**config.mk**
```make
export PLATFORM = sky130hd
export DESIGN_NAME = ahb_bus_arbiter
export DESIGN_NICKNAME = d
export VERILOG_FILES = /design/src/rtl/ahb_bus_arbiter.sv
export SDC_FILE = /design/constraint.sdc
export NUM_CORES = 1
export LEC_CHECK = 0
export ABC_CLOCK_PERIOD_IN_PS = 1000
export CAP_MARGIN = 20
export CORE_AREA = 2 2 39 41
export CTS_BUF_LIST = sky130_fd_sc_hd__clkbuf_8
export CTS_CLUSTER_DIAMETER = 30
export DETAILED_ROUTE_END_ITERATION = 8
export DIE_AREA = 0 0 41 43
export MAX_ROUTING_LAYER = met4
export SLEW_MARGIN = 20
export SYNTH_ARGS = -nofsm -noshare
export SYNTH_HDL_FRONTEND = slang
export SYNTH_SLANG_ARGS = --single-unit
```
**constraint.sdc**
```tcl
create_clock -name clk -period 1 [get_ports clk]
set_input_delay 0.25 -clock clk [delete_from_list [all_inputs] [get_ports clk]]
set_output_delay 0.25 -clock clk [all_outputs]
set_load 0.01 [all_outputs]
```
**src/rtl/ahb_bus_arbiter.sv**
```systemverilog
// Two-master AHB-Lite arbiter (CPU / DMAC) with handover only at transfer boundaries.
// Optional hold-limit (bounded wait for the non-owner) enabled by defining ARB_HOLD_LIMIT_EN.
module ahb_bus_arbiter #(
  parameter int unsigned MAX_HOLD     = 16,
  parameter bit          DMA_PRIORITY = 1'b1
) (
  input  logic       clk,
  input  logic       rst,
  input  logic       CPU_Req,
  input  logic       DMA_Req,
  input  logic [1:0] CPU_HTrans,
  input  logic [1:0] DMA_HTrans,
  input  logic       HReady,
  output logic       CPU_Grant,
  output logic       DMA_Grant,
  output logic       HMaster,
  output logic       HMaster_D
);
  localparam logic [1:0] HT_BUSY   = 2'b01;
  localparam logic [1:0] HT_NONSEQ = 2'b10;
  localparam logic [1:0] HT_SEQ    = 2'b11;

  typedef enum logic {OWN_CPU = 1'b0, OWN_DMA = 1'b1} owner_t;

  owner_t     state, state_nxt;
  logic       data_owner;
  logic       cpu_req_q, dma_req_q;
  logic [1:0] owner_trans;
  logic       owner_req, other_req;
  logic       boundary, simul, pri_switch, hold_hit, switch_now;

  always_comb begin
    owner_trans = (state == OWN_DMA) ? DMA_HTrans : CPU_HTrans;
    owner_req   = (state == OWN_DMA) ? DMA_Req : CPU_Req;
    other_req   = (state == OWN_DMA) ? CPU_Req : DMA_Req;
  end

  assign boundary = HReady && (owner_trans != HT_SEQ) && (owner_trans != HT_BUSY);

  // Both masters rising together from an idle bus: priority picks the winner even
  // though the parked owner is now requesting too.
  assign simul      = CPU_Req && DMA_Req && !cpu_req_q && !dma_req_q;
  assign pri_switch = simul && ((state == OWN_CPU) == DMA_PRIORITY);

  assign switch_now = boundary && other_req && (!owner_req || pri_switch || hold_hit);

`ifdef ARB_HOLD_LIMIT_EN
  localparam logic [7:0] HOLD_LIM = 8'(MAX_HOLD);

  logic [7:0] hold_cnt;
  logic       beat;

  assign beat = HReady && ((owner_trans == HT_NONSEQ) || (owner_trans == HT_SEQ));

  // The beat accepted on this edge counts, so the owner gets exactly MAX_HOLD beats.
  assign hold_hit = other_req &&
                    ((hold_cnt >= HOLD_LIM) || (beat && (hold_cnt == HOLD_LIM - 8'd1)));

  always_ff @(posedge clk or posedge rst) begin
    if (rst) begin
      hold_cnt <= 8'd0;
    end else if (HReady) begin
      if (switch_now || !other_req) begin
        hold_cnt <= 8'd0;
      end else if (beat && (hold_cnt < HOLD_LIM)) begin
        hold_cnt <= hold_cnt + 8'd1;
      end
    end
  end
`else
  assign hold_hit = 1'b0;

  // MAX_HOLD has no effect when the hold limit is compiled out.
  if (MAX_HOLD == 0) begin : g_max_hold_unused
  end
`endif

  always_comb begin
    state_nxt = state;
    if (switch_now) begin
      state_nxt = (state == OWN_CPU) ? OWN_DMA : OWN_CPU;
    end
  end

  always_ff @(posedge clk or posedge rst) begin
    if (rst) begin
      state      <= OWN_CPU;
      data_owner <= 1'b0;
      cpu_req_q  <= 1'b0;
      dma_req_q  <= 1'b0;
    end else begin
      state     <= state_nxt;
      cpu_req_q <= CPU_Req;
      dma_req_q <= DMA_Req;
      if (HReady) begin
        data_owner <= (state == OWN_DMA);
      end
    end
  end

  assign HMaster   = (state == OWN_DMA);
  assign HMaster_D = data_owner;
  assign CPU_Grant = ~HMaster;
  assign DMA_Grant = HMaster;
endmodule

```
==> Word level (Yosys, flattened, before mapping) <==
Index checks and enable logic that the tools add are counted.
{ "word_totals": {"inputBits": 9, "reg_bits": 4, "mem_bits_rw": 0, "latch_bits": 0, "wordCells": 23, "n_memories": 0, "rom_bits": 0} }
{ "op_classes": {"n_mux": 4, "n_div": 0, "reduce_logical": 12, "n_bitwise": 1, "eq_ne": 2, "order_cmp": 0, "n_shift": 0, "add_sub_neg": 0, "n_mul": 0} }
{ "op_table": {"columns": ["operator", "n"], "rows": [
  ["$logic_and A1 B1 Y1", 8],
  ["$logic_not A1 Y1", 3],
  ["$mux W1", 3],
  ["$mux W2", 1],
  ["$ne A2 B1 Y1 const B", 1],
  ["$ne A2 B2 Y1 const B", 1],
  ["$logic_or A1 B1 Y1", 1],
  ["$not A1 Y1", 1]
]} }

==> Longest topological paths before layout <==
{ "depth": {"ltp_word": 6, "depth_mapped": 2} }

==> Least setup slack after synthesis <==
OpenSTA, ideal clock, no wires.
{ "synth_timing": {"kind": "reg-to-reg", "from": "register cpu_req_q", "to": "register state (netlist: DMA_Grant)", "period_less_slack_ns": 0.830, "path_slack_ns": 0.170, "setup_time_ns": 0.095, "required_time_ns": 0.905, "arrival_ns": 0.734, "path_stages_with_launch": 3, "cell_sequence": "dfrtp_1 o21a_1 o32ai_2"} }
{ "synth_between": {"elab_chain_len": 6} }
{ "synth_rtl": {"columns": ["element", "line", "rtl"], "rows": [
  ["from (decl)", "27", "logic cpu_req_q, dma_req_q;"],
  ["from (signal assigned)", "93", "cpu_req_q <= CPU_Req;"],
  ["$logic_not A1 Y1", "42", "assign simul = CPU_Req && DMA_Req && !cpu_req_q && !dma_req_q;"],
  ["$logic_and A1 B1 Y1 (2 in series)", "42", null],
  ["$logic_and A1 B1 Y1", "43", "assign pri_switch = simul && ((state == OWN_CPU) == DMA_PRIORITY);"],
  ["$logic_or A1 B1 Y1", "45", "assign switch_now = boundary && other_req && (!owner_req || pri_switch || hold_hit);"],
  ["$logic_and A1 B1 Y1", "45", null],
  ["to (signal assigned)", "92", "state <= state_nxt;"],
  ["to (decl)", "25", "owner_t state, state_nxt;"]
]} }
Every way passes these cells.
A chain may end at the register's enable or synchronous reset.

==> Worst setup path after layout <==
{ "layout_timing": {"from": "register state (netlist: DMA_Grant)", "to": "output port CPU_Grant"} }
{ "layout_between": {"elab_chain_len": 1} }
{ "layout_rtl": {"columns": ["element", "line", "rtl"], "rows": [
  ["$not A1 Y1", null, null],
  ["to (decl)", "14", "output logic CPU_Grant,"]
]} }
Every way passes these cells.

==> flow_metrics.tcl <==
set metrics [dict create \
    maxCapViolations 0 \
    avgSynthCellArea_um2 13.9 \
    start_util_pct 12.0 \
    required_ns 0.75 \
    num_antenna_cells 0 \
    detail-route-antenna-nets 0 \
    crit_family "flip-flops" \
    n_fill_cell 160 \
    ctsRootBufferMaster "clkbuf_8" \
    antenna_found_initial 0 \
    numCtsBuffers 3 \
    syn_nets 21 \
    layoutNonFillerInstCount 41 \
    worst_pin_slew_ns 0.186 \
    r2r_start "cpu_req_q" \
    ys_types 8 \
    worst_slack_ns -0.0448 \
    initialDrtViolationCount 0 \
    grt_max_degree 5 \
    core_um2 1380 \
    powerDensity_nw_per_um2 2090 \
    min_from "DMA_Req" \
    portBuffers 10 \
    endpoint "CPU_Grant" \
    wl_per_cell_um 10.4 \
    cts_tree "yes" \
    synthCells 12 \
    synthFlopType "dfrtp_1" \
    dr_wl_met2_um 142 \
    dieWidth_um 41 \
    slowest_stage "dfrtp_1" \
    clk_pin_slew_ns 0.03 \
    wl_met3_um 94 \
    fmax_ghz 0.957 \
    die_h_um 43 \
    cts_hold_buffers 0 \
    fin_skew_ns 0.00312 \
    p_leak_nw 0.157 \
    path_max_fanout 4 \
    peakVddDrop_uv 971 \
    drive_above_1_share_pct 48.0 \
    vias_per_cell 3.54 \
    place_congestion 0.591 \
    synth_area_um2 166 \
    r2r-end "DMA_Grant" \
    path_buf_inv 2 \
    vias 145 \
    timing.critical_path.from "DMA_Grant" \
    hp-class "input port to flip-flop" \
    yosysMostFrequentCell "dfrtp_1" \
    cts.sinks 4 \
    status "complete, but fails checks" \
    critPathCaptureType "primary output" \
    finalCritPeriodShare_pct 104 \
    dr.pass1.iters 1 \
    drc_errors 0 \
    die-area_um2 1760 \
    violations "setup timing" \
    synth_common_cells "dfrtp_1 (4), inv_1 (2)" \
    grt_pass1_wl_um 627 \
    fp-row-count 14 \
    holdWs_ns 0.207 \
    crit_path_start_kind "flip-flop" \
    synthTopCellsByArea "dfrtp_1 (60%), o32ai_2 (9.8%), and4bb_2 (7.5%), mux2_2 (6.8%), buf_4 (4.5%)" \
    reg2reg_depth 2 \
    ys_seq_elements 4 \
    clock_latency_ns 0.22 \
    maxSlewViolCount 0 \
    top_layer_used "met4" \
    ys_warn_count 0 \
    synth_edf_count 0 \
    p_total_mw 0.664 \
    setup_viol 3 \
    place_inst 38 \
    groute.usage.overall_pct 6.92 \
    syn_to_final_growth_pct 91.0 \
    wl_met1_um 181 \
    synthArstFlopShare_pct 100 \
    routed_wl_um 425 \
    synth_top_area_cell "dfrtp_1" \
    layout_min_cycle_time_ns 1.04 \
    ff2ff_setup_slack_ns 0.12 \
    final_nets 36 \
    cpPeakStageDelay_ns 0.40 \
    yosys.area.top_type_share_pct 60.2 \
    path_class "flip-flop to primary output" \
    yosysSeqAreaShare_pct 60.2 \
    arrival_ns 0.79 \
    path_cells "inv_2 > buf_6" \
    htree_levels 1 \
    slew-limit-headroom_pct 87.6 \
    overflow 0 \
    ios 13 \
    cts_buffer_depth 2 \
    cp.depth 2 \
    grt_pass1_vias 146 \
    rsz0062_at_grt "true" \
    hold_viol 0 \
]
==> power breakdown <==
group | switching (mW) | internal [mW] | leakage (nW)
clock | 0.0777 | 0.256 | 0.0216
combinational | 0.0558 | 0.0765 | 0.0901
sequential | 0.0136 | 0.185 | 0.0455
total | 0.147 | 0.517 | 0.157
==> final cells by class <==
type	count	area (um2)	area share [%]
inverters	2	7.51	2.36
well taps	16	20.0	6.30
multi-input cells	5	51.3	16.1
clock buffers	3	41.3	13.0
repair buffers	11	97.6	30.7
flip-flops and latches	4	100	31.5
==> registers in the layout, summed over array words and instances, names as in the netlist <==
register,flops
DMA_Grant,1
HMaster_D,1
cpu_req_q,1
dma_req_q,1
==> per-layer routing <==
metal / track usage (%) / vias up
li1: - / 66
met1: 7.17 / 62
met2: 5.63 / 15
met3: 9.42 / 2
met4: 6.00 / 0
met5: - / -
==> how the worst min path moves through the flow <==
stage,endpoint,depth (start not counted)
after global placement,HMaster_D,2
after CTS,HMaster_D,2
after detailed placement,HMaster_D,2
final,dma_req_q,1
after global routing,dma_req_q,1
after floorplan,DMA_Grant,1
==> cells by family after synthesis <==
| group | Yosys count | share of synthesized area (%) |
|---|---|---|
| multiplexers | 1 | 6.77 |
| flip-flops | 4 | 60.2 |
| AO/OA/AOI/OAI | 2 | 14.3 |
| buffers and inverters | 3 | 9.03 |
| AND/OR/NAND/NOR | 2 | 9.77 |
==> per-stage QoR <==
| step | TNS [ns] | setup WS, ns | utilization (%) | area, um2 |
|---|---|---|---|---|
| 6_report | -0.0762 | -0.0448 | 23.0 | 318 |
| 5_1_grt | -0.188 | -0.0795 | 23.0 | 318 |
| 4_1_cts | -0.112 | -0.0531 | 22.6 | 313 |
| 3_5_place_dp | -1.13 | -0.259 | 20.7 | 287 |
| 3_3_place_gp | -1.07 | -0.263 | 20.7 | 287 |
| 2_1_floorplan | 0 | 0.170 | - | 166 |
==> cell usage in the layout, fill, tap and decap left out, drive strengths merged <==
master and n:
o32ai 1, dlymetal6s2s 2, and4bb 1, clkdlybuf4s50 3, inv 2, o21a 1
mux2 1, dlygate4sd2 1, clkbuf 3, dfrtp 4, buf 5, nand2 1
==> what timing repair did <==
| item | CTS | global route |
|---|---|---|
| setup buffers | 0 | 0 |
| endpoints found under the setup margin | 5 | 4 |
| gates resized for setup | 19 | 2 |
(Power assumes the default switching activity.)
